`src/rtl/serial_word_feeder_pkg.sv`:
```
// ----------------------------------------------------------------------------
// serial_feeder_pkg
//
// Shared definitions for the serial word feeder:
//   state_t    - feeder FSM states (IDLE, SHIFT, DONE, GAP)
//   DIR_LEFT   - direction code: shift left, MSB sent first
//   DIR_RIGHT  - direction code: shift right, LSB sent first
//   GAP_CNT_W  - width of the inter-word gap counter
// ----------------------------------------------------------------------------
package serial_feeder_pkg;

  typedef enum logic [1:0] {
    IDLE  = 2'd0,
    SHIFT = 2'd1,
    DONE  = 2'd2,
    GAP   = 2'd3
  } state_t;

  localparam logic DIR_LEFT  = 1'b0;
  localparam logic DIR_RIGHT = 1'b1;

  localparam int GAP_CNT_W = 8;

endpackage

```
`src/rtl/serial_word_feeder_if.sv`:
```
// ----------------------------------------------------------------------------
// serial_word_feeder_if
//
// Upstream word handshake into the serial word feeder.
//
// Handshake: a word transfers on a rising clock edge where in_valid and
// in_ready are both high. in_data and in_dir are only meaningful in that
// cycle. The feeder never withdraws in_ready without a transfer or reset,
// and in_valid may stay high across several words.
//
// Signals:
//   in_valid  upstream word valid            (master -> slave)
//   in_ready  feeder can accept a word       (slave  -> master)
//   in_data   word to serialize, WIDTH bits  (master -> slave)
//   in_dir    0 = shift left, 1 = shift right (master -> slave)
//
// Modports:
//   master - upstream word source
//   slave  - the feeder
// ----------------------------------------------------------------------------
interface serial_word_feeder_if #(
  parameter int WIDTH = 4
);

  logic             in_valid;
  logic             in_ready;
  logic [WIDTH-1:0] in_data;
  logic             in_dir;

  modport master (
    output in_valid,
    output in_data,
    output in_dir,
    input  in_ready
  );

  modport slave (
    input  in_valid,
    input  in_data,
    input  in_dir,
    output in_ready
  );

endinterface

```
`src/rtl/serial_word_feeder_bit_counter.sv`:
```
// ----------------------------------------------------------------------------
// feeder_bit_counter
//
// Loadable down-counter with zero and last flags. Loading wins over
// decrementing. The counter saturates at zero instead of wrapping.
//
// Ports:
//   clk       clock, rising edge
//   rst       synchronous active-high reset (count -> 0)
//   load      load load_val on the next edge
//   load_val  value to load
//   dec       decrement on the next edge (ignored at zero)
//   zero      count is 0
//   last      count is 1, i.e. the next decrement reaches zero
// ----------------------------------------------------------------------------
module feeder_bit_counter #(
  parameter int W = 3
) (
  input  logic         clk,
  input  logic         rst,
  input  logic         load,
  input  logic [W-1:0] load_val,
  input  logic         dec,
  output logic         zero,
  output logic         last
);

  logic [W-1:0] count_q;
  logic [W-1:0] count_d;

  always_comb begin
    count_d = count_q;
    if (load) begin
      count_d = load_val;
    end else if (dec && (count_q != '0)) begin
      count_d = count_q - 1'b1;
    end
  end

  always_ff @(posedge clk) begin
    if (rst) begin
      count_q <= '0;
    end else begin
      count_q <= count_d;
    end
  end

  assign zero = (count_q == '0);
  assign last = (count_q == W'(1));

endmodule

```
`src/rtl/serial_word_feeder.sv`:
```
// ----------------------------------------------------------------------------
// serial_word_feeder
//
// Upstream driver for a WIDTH-bit bidirectional shift register. A word
// accepted over the up interface is serialized one bit per cycle onto
// serial_out, with exactly one of shift_left / shift_right strobing each
// bit in. After WIDTH strobes the downstream register holds the word and
// word_done pulses for one cycle.
//
// Parameters:
//   WIDTH     word width (>= 2), equal to the downstream register width
//   IDLE_GAP  idle cycles after each word before accepting the next (0..255)
//
// Ports:
//   clk          clock, rising edge
//   rst          synchronous active-high reset
//   up           word handshake (slave modport): in_valid/in_ready/in_data/in_dir
//   serial_out   downstream serial_in
//   shift_left   downstream shift_left strobe (dir 0, MSB first)
//   shift_right  downstream shift_right strobe (dir 1, LSB first)
//   word_done    one-cycle pulse: downstream now holds the word
//   busy         FSM is not in IDLE
//   stall        (only with SERIAL_FEEDER_STALL_EN) freeze the bit stream
//   dbg_state    current FSM state, for observation
//
// Build option:
//   SERIAL_FEEDER_STALL_EN - adds the stall input. While stall is high in
//   SHIFT, strobes and serial_out are 0 and the buffer/counter hold.
//   Without it the feeder behaves as if stall were tied low.
// ----------------------------------------------------------------------------
module serial_word_feeder
  import serial_feeder_pkg::*;
#(
  parameter int WIDTH    = 4,
  parameter int IDLE_GAP = 0
) (
  input  logic                 clk,
  input  logic                 rst,
  serial_word_feeder_if.slave  up,
  output logic                 serial_out,
  output logic                 shift_left,
  output logic                 shift_right,
  output logic                 word_done,
  output logic                 busy,
`ifdef SERIAL_FEEDER_STALL_EN
  input  logic                 stall,
`endif
  output state_t               dbg_state
);

  localparam int BIT_CNT_W = $clog2(WIDTH + 1);

  // --------------------------------------------------------------------------
  // Optional stall
  // --------------------------------------------------------------------------
  logic stall_w;

`ifdef SERIAL_FEEDER_STALL_EN
  assign stall_w = stall;
`else
  assign stall_w = 1'b0;
`endif

  // --------------------------------------------------------------------------
  // State and datapath registers
  // --------------------------------------------------------------------------
  state_t           state_q;
  state_t           state_d;
  logic [WIDTH-1:0] buf_q;
  logic [WIDTH-1:0] buf_d;
  logic             dir_q;
  logic             dir_d;

  logic             accept;
  logic             advance;
  logic             cur_bit;
  logic             ready_w;

  logic             bit_load;
  logic             bit_zero;
  logic             bit_last;
  logic             gap_load;
  logic             gap_dec;
  logic             gap_zero;
  logic             gap_last;

  // With no gap configured, the DONE cycle also accepts the next word so
  // back-to-back words run at one per WIDTH+1 cycles. With a gap, the DONE
  // cycle is followed by GAP and only IDLE accepts.
  assign ready_w = (state_q == IDLE) ||
                   ((IDLE_GAP == 0) && (state_q == DONE));

  assign accept  = ready_w && up.in_valid;
  assign advance = (state_q == SHIFT) && !stall_w;

  // Current bit: the buffer always shifts toward the end being sent, so the
  // outgoing bit sits at a fixed position per direction.
  assign cur_bit = (dir_q == DIR_LEFT) ? buf_q[WIDTH-1] : buf_q[0];

  // --------------------------------------------------------------------------
  // Counters
  // --------------------------------------------------------------------------
  feeder_bit_counter #(
    .W (BIT_CNT_W)
  ) u_bit_cnt (
    .clk      (clk),
    .rst      (rst),
    .load     (bit_load),
    .load_val (BIT_CNT_W'(WIDTH)),
    .dec      (advance),
    .zero     (bit_zero),
    .last     (bit_last)
  );

  assign gap_dec = (state_q == GAP);

  feeder_bit_counter #(
    .W (GAP_CNT_W)
  ) u_gap_cnt (
    .clk      (clk),
    .rst      (rst),
    .load     (gap_load),
    .load_val (GAP_CNT_W'(IDLE_GAP)),
    .dec      (gap_dec),
    .zero     (gap_zero),
    .last     (gap_last)
  );

  // --------------------------------------------------------------------------
  // Next-state logic
  // --------------------------------------------------------------------------
  always_comb begin
    state_d  = state_q;
    buf_d    = buf_q;
    dir_d    = dir_q;
    bit_load = 1'b0;
    gap_load = 1'b0;

    case (state_q)
      IDLE: begin
        state_d = IDLE;
      end

      SHIFT: begin
        if (advance) begin
          if (dir_q == DIR_LEFT) begin
            buf_d = buf_q << 1;
          end else begin
            buf_d = buf_q >> 1;
          end
          // bit_last: this cycle emits the final bit. bit_zero cannot occur
          // in SHIFT but is treated as finished rather than stalling forever.
          if (bit_last || bit_zero) begin
            state_d = DONE;
          end
        end
      end

      DONE: begin
        if (IDLE_GAP > 0) begin
          state_d  = GAP;
          gap_load = 1'b1;
        end else begin
          state_d  = IDLE;
        end
      end

      GAP: begin
        if (gap_last || gap_zero) begin
          state_d = IDLE;
        end
      end

      default: begin
        state_d = IDLE;
      end
    endcase

    // A handshake overrides whatever IDLE/DONE chose.
    if (accept) begin
      state_d  = SHIFT;
      buf_d    = up.in_data;
      dir_d    = up.in_dir;
      bit_load = 1'b1;
    end
  end

  always_ff @(posedge clk) begin
    if (rst) begin
      state_q <= IDLE;
      buf_q   <= '0;
      dir_q   <= DIR_LEFT;
    end else begin
      state_q <= state_d;
      buf_q   <= buf_d;
      dir_q   <= dir_d;
    end
  end

  // --------------------------------------------------------------------------
  // Outputs, decoded from registered state
  // --------------------------------------------------------------------------
  assign up.in_ready  = ready_w;
  assign busy         = (state_q != IDLE);
  assign word_done    = (state_q == DONE);
  assign serial_out   = advance && cur_bit;
  assign shift_left   = advance && (dir_q == DIR_LEFT);
  assign shift_right  = advance && (dir_q == DIR_RIGHT);
  assign dbg_state    = state_q;

endmodule

```
`src/flat_wrapper.sv`:
```
// flat-port wrapper written by rule: the top's interface ports become plain ports
module serial_word_feeder_flat import serial_feeder_pkg::*;
#(
  parameter int WIDTH    = 4,
  parameter int IDLE_GAP = 0
)
  (clk, rst, serial_out, shift_left, shift_right, word_done, busy, dbg_state, up_in_valid, up_in_data, up_in_dir, up_in_ready);
  serial_word_feeder_if #(.WIDTH(WIDTH)) up_i ();
  input  logic clk;
  input  logic rst;
  output logic serial_out;
  output logic shift_left;
  output logic shift_right;
  output logic word_done;
  output logic busy;
  output state_t dbg_state;
  input wire logic [$bits(up_i.in_valid)-1:0] up_in_valid;
  input wire logic [$bits(up_i.in_data)-1:0] up_in_data;
  input wire logic [$bits(up_i.in_dir)-1:0] up_in_dir;
  output wire logic [$bits(up_i.in_ready)-1:0] up_in_ready;
  assign up_i.in_valid = up_in_valid;
  assign up_i.in_data = up_in_data;
  assign up_i.in_dir = up_in_dir;
  assign up_in_ready = up_i.in_ready;
  serial_word_feeder #(.WIDTH(WIDTH), .IDLE_GAP(IDLE_GAP)) u_core (.clk(clk), .rst(rst), .up(up_i), .serial_out(serial_out), .shift_left(shift_left), .shift_right(shift_right), .word_done(word_done), .busy(busy), .dbg_state(dbg_state));
endmodule
```
`config.mk`:
```
export PLATFORM = sky130hd
export DESIGN_NAME = serial_word_feeder_flat
export DESIGN_NICKNAME = d
export VERILOG_FILES = /design/src/rtl/serial_word_feeder_pkg.sv /design/src/rtl/serial_word_feeder_if.sv /design/src/rtl/serial_word_feeder_bit_counter.sv /design/src/rtl/serial_word_feeder.sv /design/src/flat_wrapper.sv
export SDC_FILE = /design/constraint.sdc
export NUM_CORES = 1
export LEC_CHECK = 0
export CAP_MARGIN = 20
export CORE_ASPECT_RATIO = 1.4
export CORE_MARGIN = 4
export CORE_UTILIZATION = 40
export CTS_CLUSTER_SIZE = 25
export DETAILED_ROUTE_END_ITERATION = 10
export GPL_TIMING_DRIVEN = 0
export MAX_ROUTING_LAYER = met4
export SLEW_MARGIN = 20
export SYNTH_ARGS = -nofsm -noshare
export SYNTH_HDL_FRONTEND = slang
export SYNTH_SLANG_ARGS = --single-unit
export TNS_END_PERCENT = 50
```
`constraint.sdc`:
```
create_clock -name clk -period 1.8 [get_ports clk]
set_input_delay 0.36 -clock clk [delete_from_list [all_inputs] [get_ports clk]]
set_output_delay 0.36 -clock clk [all_outputs]
set_load 0.005 [all_outputs]
```
==> summary.md, run 1 <==
| Metric | Value |
|---|---|
| Status | finished with violations |
| Violated checks | negative setup slack |
| Drt pass-1 iters | 2 |
| Clock Latency Late Sink | 0.29 ns |
| Synthesized area per cell | 8.12 µm² |
| Fill cells | 219 |
| Final setup vio count | 1 |
| Layout area overhead | 29.8% |
| Starting Density | 0.430 |
| Die W | 49.4 µm |
| Crit path required time | 2.03 ns |
| Crit path DAT | 2.03 ns |
| IO buf count | 14 |
| H-tree depth | 1 |
| CTS Hold Bufs | 0 |
| Grt total ovfl | 0 |
| Fmax | 554 MHz |
| Tmin final | 1.81 ns |
| Num CTS Buffers | 3 |
| Setup TNS | -0.00560 ns |
| Total Power | 0.760 mW |
| Antenna-violating nets left | 0 |
| HP Class | in2reg |
| Startpoint Class | register |
| Max-cap violations | 0 |
| Setup crit end kind | register |
| Final hold violations | 0 |
| Routed vias | 884 |
| Count of final max-slew check failures | 0 |
| Net count reported at finish | 155 |
| Core area | 2230 µm² |
| Sequential fraction of the synthesis area | 0.376 |
| Worst-path fanout max | 4 |
| CTS root buf | clkbuf_4 |
| Initial antenna violation count | 0 |
| Commonest non-fill, non-tap cell in the layout | nor2_1 |
| Detailed-route wire length per cell | 12.9 µm |
| Remaining DRCs | 0 |
| Synthesized net count | 132 |
| CTS Sinks | 18 |
| CTS tree | built |
| Clock Pin Slew Worst Setup and Hold Paths | 0.11 ns |
| R2r setup slk | -0.006 ns |
| # diodes | 0 |
| Cell area after synthesis | 958 µm² |
| Post-synthesis cell type count | 32 |
| Post-layout util | 0.558 |
| WL final | 2070 µm |
| Crit Reg-Reg Endpoint | u_core.u_gap_cnt.count_q[7]$_SDFFE_PP0P_ |
| PwrDens | 611 nW/µm² |
| Initial drt markers | 16 |
| Critical Path Sink | u_core.u_gap_cnt.count_q[7]$_SDFFE_PP0P_ |
| RSZ-0062 raised after global routing | yes |
| Clock Path Buffers | 2 |
| Number of I/O pins | 16 |
| Commonest cells after routing, fill and taps aside | 18 x nor2_1, 13 x dfxtp_1, 9 x clkdlybuf4s50_1 |
| Mapped Cells | 118 |
| Die height | 65.9 µm |
| #FFs+latches synth | 18 |
| GPL Wtd Cong | 0.769 |
| Final period util | 1.00 |
| Largest net degree at the start of global routing | 11 |
| Slew headroom | 0.615 |
| Final Hold Slack | 0.484 ns |
| GR Util All Layers | 0.144 |
| Clock skew | 0.00778 ns |
| Beginning of the worst hold path | rst |
| Critical path startpoint | u_core.u_gap_cnt.count_q[2]$_SDFFE_PP0P_ |
| Setup ws final | -0.00560 ns |
| Share of cells above drive strength 1 | 0.173 |
| Vias/cell | 5.49 |
| HPWL Detailed | 1490 µm |
| Worst R2R Start | u_core.u_gap_cnt.count_q[2]$_SDFFE_PP0P_ |
| Actual slew at the worst max-slew pin | 0.573 ns |
| First-pass GRT wire length | 3570 µm |
| Synth warn | 0 |
| Die area | 3250 µm² |
| Crit Path Class | reg2reg |
| Vias in the first global route | 867 |
| FF-to-FF path depth | 4 |
| Rows | 20 |
| Leak | 0.479 nW |
| VDD IR max | 0.000358 V |
==> routing by layer <==
metal / up-vias / share of wire / global-route usage
met5: - / 0 / -
met4: 0 / 0.0092 / 0.0623
met3: 2 / 0.021 / 0.0203
met2: 7 / 0.57 / 0.290
met1: 419 / 0.40 / 0.131
li1: 456 / - / -
==> Yosys cell counts (all sizes together) <==
library cell,instances,share of area
a31oi,1,0.0065
a211oi,6,0.047
mux2i,1,0.010
a311oi,2,0.018
nor4,1,0.0065
ha,6,0.078
nor3,5,0.026
nand2,8,0.031
or3,4,0.033
a2111oi,1,0.0091
inv,8,0.031
dfxtp,18,0.38
nor2b,4,0.026
a21oi,9,0.047
o2111ai,1,0.0091
nor2,18,0.070
nand2b,1,0.0065
or2,1,0.0065
or4b,1,0.010
or4,1,0.0078
o211ai,1,0.0078
buf,2,0.0078
o41ai,1,0.0091
nor3b,3,0.023
o21ai,3,0.016
a21o,1,0.0078
nand3b,1,0.0078
clkbuf,3,0.012
nand3,1,0.0052
xnor2,5,0.046
==> cell type report <==
cell class	count	area, µm²	area share
inverters	8	30.0	0.0241
clock buffers	3	22.5	0.0181
multi-input cells	87	589	0.474
plain buffers	4	25.0	0.0201
repair buffers	19	175	0.141
flip-flops and latches	18	374	0.301
well taps	22	27.5	0.0221
==> registers in the layout (all words and copies together), names as in the netlist <==
name                      flops
u_core.u_gap_cnt.count_q      8
u_core.buf_q                  4
u_core.u_bit_cnt.count_q      3
u_core.dbg_state              2
u_core.dir_q                  1
==> through the flow <==
step / setup WS [ns] / std cells / cell area (µm²)
floorplan: 0.0928 / 118 / 958
global placement: -0.146 / 154 / 1130
detailed placement: -0.154 / 154 / 1130
CTS: 0.0118 / 157 / 1180
global route: -0.0273 / 161 / 1240
finish: -0.00560 / 161 / 1240
==> how the worst min path moves through the flow <==
stage | to | slack, ns | cells past startpoint
global route | u_core.buf_q[1]$_SDFFE_PP0P_ | 0.52 | 2
CTS | u_core.u_gap_cnt.count_q[1]$_SDFFE_PP0P_ | 0.51 | 2
floorplan | u_core.u_gap_cnt.count_q[7]$_SDFFE_PP0P_ | 0.46 | 2
detailed placement | u_core.u_gap_cnt.count_q[7]$_SDFFE_PP0P_ | 0.49 | 2
global placement | u_core.u_gap_cnt.count_q[4]$_SDFFE_PP0P_ | 0.48 | 2
finish | u_core.u_gap_cnt.count_q[1]$_SDFFE_PP0P_ | 0.48 | 2
==> where the power goes <==
part	internal (mW)	total, mW	switching (mW)
combinational	0.0659	0.123	0.0570
sequential	0.413	0.432	0.0185
clock	0.0778	0.205	0.128
==> kinds of logic (layout without fill, tap and decap cells) <==
| family | count (synthesis) | in the layout | share of synthesized area |
|---|---|---|---|
| AND/OR/NAND/NOR | 49 | 49 | 0.261 |
| flip-flops | 18 | 18 | 0.376 |
| XOR/XNOR | 5 | 5 | 0.0457 |
| AO/OA/AOI/OAI | 26 | 26 | 0.178 |
| multiplexers | 1 | 1 | 0.0104 |
| adder cells (fa/ha/maj) | 6 | 6 | 0.0783 |
| buffers and inverters | 13 | 34 | 0.0509 |
==> worst max-delay path, stage by stage (launching register included) <==
cell and delay, ns:
dfxtp_4 0.37, or3_4 0.38, or3_4 0.35, or4b_4 0.52, a21oi_2 0.12
==> repair_timing <==
| action | in CTS | in global routing |
|---|---|---|
| pin swaps | 0 | 2 |
| endpoints found under the setup margin | 7 | 11 |
| buffers inserted | 1 | 4 |
| gates resized for setup | 16 | 8 |
Note: power is estimated with default switching activity, not from simulation.
==> inputs of run 2 (changes only) <==
CTS_BUF_LIST = sky130_fd_sc_hd__clkbuf_8 sky130_fd_sc_hd__clkbuf_16   (was default)
SKIP_LAST_GASP = 1   (was default)
==> summary.md, run 2 (same netlist as run 1, synthesis figures left out) <==
| Metric | Value |
|---|---|
| Clk pwr share | 0.338 (was 0.270) |
| Clock Path Buffers | 2 (unchanged) |
| Commonest cells after routing, fill and taps aside | 17 x nor2_1, 13 x dfxtp_1, 12 x clkdlybuf4s50_1, 8 x inv_1, 8 x nand2_1 (was 18 x nor2_1, 13 x dfxtp_1, 9 x clkdlybuf4s50_1) |
| VDD IR max | 0.000352 V (was 0.000358 V) |
| Worst-path fanout max | 14 (was 4) |
| Grt total ovfl | 0 (unchanged) |
| RSZ-0062 raised after global routing | yes (unchanged) |
| First-pass GRT wire length | 3470 µm (was 3570 µm) |
| Pint | 0.627 mW (was 0.557 mW) |
| Routed vias | 861 (was 884) |
| Final hold violations | 0 (unchanged) |
| PwrDens | 684 nW/µm² (was 611 nW/µm²) |
| Share of cells above drive strength 1 | 0.163 (was 0.173) |
| CTS Hold Bufs | 0 (unchanged) |
| Net count reported at finish | 151 (was 155) |
| Non-Filler Instances | 157 (was 161) |
| Worst path max stage delay | 0.50 ns (was 0.52 ns) |
| Switching pwr | 0.207 mW (was 0.203 mW) |
| Num CTS Buffers | 3 (unchanged) |
| Total Power | 0.835 mW (was 0.760 mW) |
| Post-layout util | 0.548 (was 0.558) |
| HP Class | reg2reg (was in2reg) |
| IO buf count | 14 (unchanged) |
| Comb pwr share | 0.141 (was 0.162) |
| Slew headroom | 0.635 (was 0.615) |
| Largest net degree at the start of global routing | 11 (unchanged) |
| Remaining DRCs | 0 (unchanged) |
| Crit Path Class | reg2out (was reg2reg) |
| Clock Pin Slew Worst Setup and Hold Paths | 0.07 ns (was 0.11 ns) |
| Fill cells | 215 (was 219) |
| Max-cap violations | 0 (unchanged) |
| Detailed-route wire length per cell | 12.7 µm (was 12.9 µm) |
| Layout area overhead | 27.4% (was 29.8%) |
| Crit path DAT | 1.42 ns (was 2.03 ns) |
| Die height | 65.9 µm (unchanged) |
| Largest register by flop count | u_core.u_gap_cnt.count_q (unchanged) |
| Starting Density | 0.430 (unchanged) |
| HPWL Detailed | 1490 µm (unchanged) |
| Drt pass-1 iters | 4 (was 2) |
| Vias/cell | 5.48 (was 5.49) |
| Number of I/O pins | 16 (unchanged) |
| Final period util | 0.990 (was 1.00) |
| WL final | 2000 µm (was 2070 µm) |
| Die W | 49.4 µm (unchanged) |
| CTS root buf | clkbuf_8 (was clkbuf_4) |
| # diodes | 0 (unchanged) |
| Commonest non-fill, non-tap cell in the layout | nor2_1 (unchanged) |
| Final Hold Slack | 0.513 ns (was 0.484 ns) |
| Leak | 0.434 nW (was 0.479 nW) |
| Top Registers | u_core.u_gap_cnt.count_q: 8 flops, u_core.buf_q: 4 flops, u_core.u_bit_cnt.count_q: 3 flops (unchanged) |
| Setup ws final | 0.0178 ns (was -0.00560 ns) |
| Sequential share of power | 0.521 (was 0.568) |
| H-tree depth | 1 (unchanged) |
| Startpoint Class | register (unchanged) |
| Fmax | 561 MHz (was 554 MHz) |
| Clock Latency Late Sink | 0.25 ns (was 0.29 ns) |
| Core area | 2230 µm² (unchanged) |
| Count of final max-slew check failures | 0 (unchanged) |
| Cells along the critical path | nand2b_4, nor2_2, clkdlybuf4s50_1 (was or3_4, or3_4, or4b_4, a21oi_2) |
| Crit path required time | 1.44 ns (was 2.03 ns) |
| Max reg flops | 8 (unchanged) |
| Antenna-violating nets left | 0 (unchanged) |
| Die area | 3250 µm² (unchanged) |
| Initial antenna violation count | 0 (unchanged) |
| Setup crit end kind | primary output (was register) |
| Slowest cell on the critical path | clkdlybuf4s50_1 (was or4b_4) |
| GPL Wtd Cong | 0.769 (unchanged) |
| DP Cell Count | 154 (unchanged) |
| Vias in the first global route | 836 (was 867) |
| Rows | 20 (unchanged) |
| Actual slew at the worst max-slew pin | 0.543 ns (was 0.573 ns) |
| Tmin final | 1.78 ns (was 1.81 ns) |
| CTS tree | built (unchanged) |
| Initial drt markers | 11 (was 16) |
| Status | completed (was finished with violations) |
| Final setup vio count | 0 (was 1) |
| Place WS | -0.154 ns (unchanged) |
| Switching Share | 0.249 (was 0.267) |
| CTS Sinks | 18 (unchanged) |
| GR Util All Layers | 0.143 (was 0.144) |
| Clock skew | 0.00192 ns (was 0.00778 ns) |
run 2: area by class of cell:
cell class | count | area, µm² | area share
Buffer | 3 | 11.3 | 0.00922
Inverter | 8 | 30.0 | 0.0246
Sequential cell | 18 | 369 | 0.302
Clock buffer | 3 | 41.3 | 0.0338
Multi-Input combinational cell | 87 | 589 | 0.483
Tap cell | 22 | 27.5 | 0.0225
Timing Repair Buffer | 16 | 153 | 0.125
run 2: repair_timing:
action | in CTS | in global routing
buffers inserted | 0 | 2
gates resized for setup | 7 | 12
endpoints found under the setup margin | 5 | 11
pin swaps | 0 | 2
run 2: path summary, 6_finish.rpt:
| kind | end | start | slack [ns] | cells after the start |
|---|---|---|---|---|
| worst max-delay path | shift_left | u_core.dbg_state[1]$_SDFFE_PP0P_ | 0.02 | 3 |
| worst min-delay path | u_core.buf_q[2]$_SDFFE_PP0P_ | u_core.buf_q[2]$_SDFFE_PP0P_ | 0.51 | 2 |
| worst max register to register | u_core.u_gap_cnt.count_q[7]$_SDFFE_PP0P_ | u_core.u_gap_cnt.count_q[2]$_SDFFE_PP0P_ | 0.03 | 4 |
| worst min register to register | u_core.buf_q[2]$_SDFFE_PP0P_ | u_core.buf_q[2]$_SDFFE_PP0P_ | 0.51 | 2 |
run 2: power groups by stage:
stage               combinational (mW)  clock (mW)  sequential (mW)
floorplan                       0.0713           0            0.436
global placement                 0.121           0            0.440
detailed placement               0.123           0            0.440
CTS                              0.122       0.293            0.436
global route                     0.134       0.311            0.438
finish                           0.117       0.282            0.435
run 2: through the flow:
stage / setup TNS, ns / instance area, µm²
2_1_floorplan: 0 / 958
3_3_place_gp: -0.428 / 1130
3_5_place_dp: -0.467 / 1130
4_1_cts: -0.233 / 1170
5_1_grt: -0.0651 / 1220
6_report: 0 / 1220
run 2: worst max-delay path: cells and delay by family (launching register included):
family / cells / cell delay (ns)
flops: 1 / 0.36
buf+inv: 1 / 0.50
simple gates: 2 / 0.31
run 2: layer usage:
metal / vias up / global-route usage / part of all wire
li1: 447 / - / -
met1: 401 / 0.133 / 0.40
met4: 0 / 0.0830 / 0.022
met3: 4 / 0.0203 / 0.021
met5: - / - / 0
met2: 9 / 0.275 / 0.56
==> inputs of run 3 (changes only) <==
CTS_CLUSTER_SIZE = default   (was 25)
GPL_ROUTABILITY_DRIVEN = 1   (was default)
PLACE_DENSITY = 0.65   (was default)
==> summary.md, run 3 (same netlist as run 1, synthesis figures left out) <==
| Metric | Value |
|---|---|
| Status | completed (unchanged) |
| Final setup vio count | 0 (unchanged) |
| Final period util | 0.969 (was 0.990) |
| Crit path DAT | 1.93 ns (was 1.42 ns) |
| Hold depth | 2 (unchanged) |
| Remaining DRCs | 0 (unchanged) |
| Place WS | -0.154 ns (about the same) |
| Antenna-violating nets left | 0 (unchanged) |
| Largest net degree at the start of global routing | 11 (unchanged) |
| Slew headroom | 0.644 (was 0.635) |
| H-tree depth | 1 (unchanged) |
| Critical Path Sink | u_core.u_gap_cnt.count_q[7]$_SDFFE_PP0P_ (was shift_left) |
| Drt pass-1 iters | 3 (was 4) |
| FF-to-FF path depth | 4 (unchanged) |
| Max-cap violations | 0 (unchanged) |
| Clock skew | 0.00242 ns (was 0.00192 ns) |
| HP Class | reg2reg (unchanged) |
| Final hold violations | 0 (unchanged) |
| Commonest non-fill, non-tap cell in the layout | nor2_1 (unchanged) |
| Number of I/O pins | 16 (unchanged) |
| GR Util All Layers | 0.142 (was 0.143) |
| Vias in the first global route | 855 (was 836) |
| Top Registers | u_core.u_gap_cnt.count_q: 8 flops, u_core.buf_q: 4 flops, u_core.u_bit_cnt.count_q: 3 flops (unchanged) |
| HPWL Detailed | 1450 µm (was 1490 µm) |
| Commonest cells after routing, fill and taps aside | 18 x nor2_1, 13 x dfxtp_1, 11 x clkdlybuf4s50_1, 9 x a21oi_1 (was 17 x nor2_1, 13 x dfxtp_1, 12 x clkdlybuf4s50_1, 8 x inv_1, 8 x nand2_1) |
| CTS Sinks | 18 (unchanged) |
| Die height | 65.9 µm (unchanged) |
| Setup ws final | 0.0557 ns (was 0.0178 ns) |
| Post-layout util | 0.548 (unchanged) |
| Layout area overhead | 27.4% (unchanged) |
| Count of final max-slew check failures | 0 (unchanged) |
| Initial drt markers | 18 (was 11) |
| Clock Latency Late Sink | 0.25 ns (about the same) |
| Num CTS Buffers | 3 (unchanged) |
| PwrDens | 681 nW/µm² (was 684 nW/µm²) |
| Worst-path fanout max | 4 (was 14) |
| Total Power | 0.831 mW (was 0.835 mW) |
| Die W | 49.4 µm (unchanged) |
| # diodes | 0 (unchanged) |
| Detailed-route wire length per cell | 12.2 µm (was 12.7 µm) |
| Net count reported at finish | 151 (unchanged) |
| Starting Density | 0.430 (unchanged) |
| Grt total ovfl | 0 (unchanged) |
| CTS Hold Bufs | 0 (unchanged) |
| Crit Reg-Reg Endpoint | u_core.u_gap_cnt.count_q[7]$_SDFFE_PP0P_ (unchanged) |
| Vias/cell | 5.44 (was 5.48) |
| GPL Wtd Cong | 0.771 (was 0.769) |
| Rows | 20 (unchanged) |
| Clock Pin Slew Worst Setup and Hold Paths | 0.06 ns (was 0.07 ns) |
| Actual slew at the worst max-slew pin | 0.530 ns (was 0.543 ns) |
| Crit Path Class | reg2reg (was reg2out) |
| Crit path required time | 1.99 ns (was 1.44 ns) |
| CTS root buf | clkbuf_8 (unchanged) |
| Critical path startpoint | u_core.u_gap_cnt.count_q[2]$_SDFFE_PP0P_ (was u_core.dbg_state[1]$_SDFFE_PP0P_) |
| Initial antenna violation count | 0 (unchanged) |
| Clock Path Buffers | 2 (unchanged) |
| Worst R2R Start | u_core.u_gap_cnt.count_q[2]$_SDFFE_PP0P_ (unchanged) |
| First-pass GRT wire length | 3510 µm (was 3470 µm) |
| Fmax | 573 MHz (was 561 MHz) |
| WL final | 1910 µm (was 2000 µm) |
| Tmin final | 1.74 ns (was 1.78 ns) |
| VDD IR max | 0.000543 V (was 0.000352 V) |
| Leak | 0.450 nW (was 0.434 nW) |
| Share of cells above drive strength 1 | 0.133 (was 0.163) |
| Setup crit end kind | register (was primary output) |
| Die area | 3250 µm² (unchanged) |
| R2r setup slk | 0.06 ns (was 0.03 ns) |
| RSZ-0062 raised after global routing | no (was yes) |
| IO buf count | 14 (unchanged) |
| Routed vias | 854 (was 861) |
| Largest register by flop count | u_core.u_gap_cnt.count_q (unchanged) |
| Max reg flops | 8 (unchanged) |
| CTS tree | built (unchanged) |
| Core area | 2230 µm² (unchanged) |
| Startpoint Class | register (unchanged) |
| Final Hold Slack | 0.501 ns (was 0.513 ns) |
## run 3: worst min path at each step
stage | start | to | slack [ns]
floorplan | u_core.u_gap_cnt.count_q[7]$_SDFFE_PP0P_ | u_core.u_gap_cnt.count_q[7]$_SDFFE_PP0P_ | 0.46
global placement | u_core.u_gap_cnt.count_q[7]$_SDFFE_PP0P_ | u_core.u_gap_cnt.count_q[7]$_SDFFE_PP0P_ | 0.48
detailed placement | u_core.u_bit_cnt.count_q[1]$_SDFFE_PP0P_ | u_core.u_bit_cnt.count_q[1]$_SDFFE_PP0P_ | 0.50
CTS | u_core.u_bit_cnt.count_q[1]$_SDFFE_PP0P_ | u_core.u_bit_cnt.count_q[1]$_SDFFE_PP0P_ | 0.50
global route | u_core.u_gap_cnt.count_q[1]$_SDFFE_PP0P_ | u_core.u_gap_cnt.count_q[1]$_SDFFE_PP0P_ | 0.54
finish | u_core.buf_q[2]$_SDFFE_PP0P_ | u_core.buf_q[2]$_SDFFE_PP0P_ | 0.50
## run 3: final cells by class
cell class	instances	area, µm²
buffer	4	25.0
clock buffer	3	41.3
fill	224	1010
inverter	8	30.0
multi-input combinational	87	576
sequential	18	374
tap	22	27.5
timing repair buffer	15	148
## run 3: repair_timing
item | 4_1_cts | 5_1_grt
buffers inserted | 0 | 1
endpoints found under the setup margin | 4 | 10
resized for setup | 9 | 10
gates cloned | 0 | 0
endpoints found under the hold margin | 0 | 0
pin swaps | 0 | 2
## run 3: routing by layer
| layer | vias to the layer above | track usage | part of all wire | wire, µm |
|---|---|---|---|---|
| li1 | 450 | - | - | - |
| met1 | 382 | 0.148 | 0.44 | 840 |
| met5 | - | - | 0 | 0 |
| met4 | 0 | 0.0830 | 0.028 | 53 |
| met2 | 17 | 0.260 | 0.50 | 945 |
| met3 | 5 | 0.0135 | 0.037 | 70 |
## run 3: critical path, cell delays in order (launching register included)
cell     delay, ns
dfxtp_4       0.36
or3_4         0.38
or3_4         0.35
or4b_1        0.47
a21oi_1       0.12
## run 3: report_power, final
group	switching (mW)	internal [mW]	total [mW]
Sequential	0.0209	0.412	0.433
Clock	0.128	0.149	0.276
Combinational	0.0537	0.0675	0.121
Total	0.202	0.629	0.831
## run 3: stage by stage
stage	cell area, µm²	setup TNS (ns)	cells
after floorplan	958	0	118
after global placement	1130	-0.424	154
after detailed placement	1130	-0.456	154
after CTS	1180	-0.172	156
after global routing	1220	0	157
final	1220	0	157
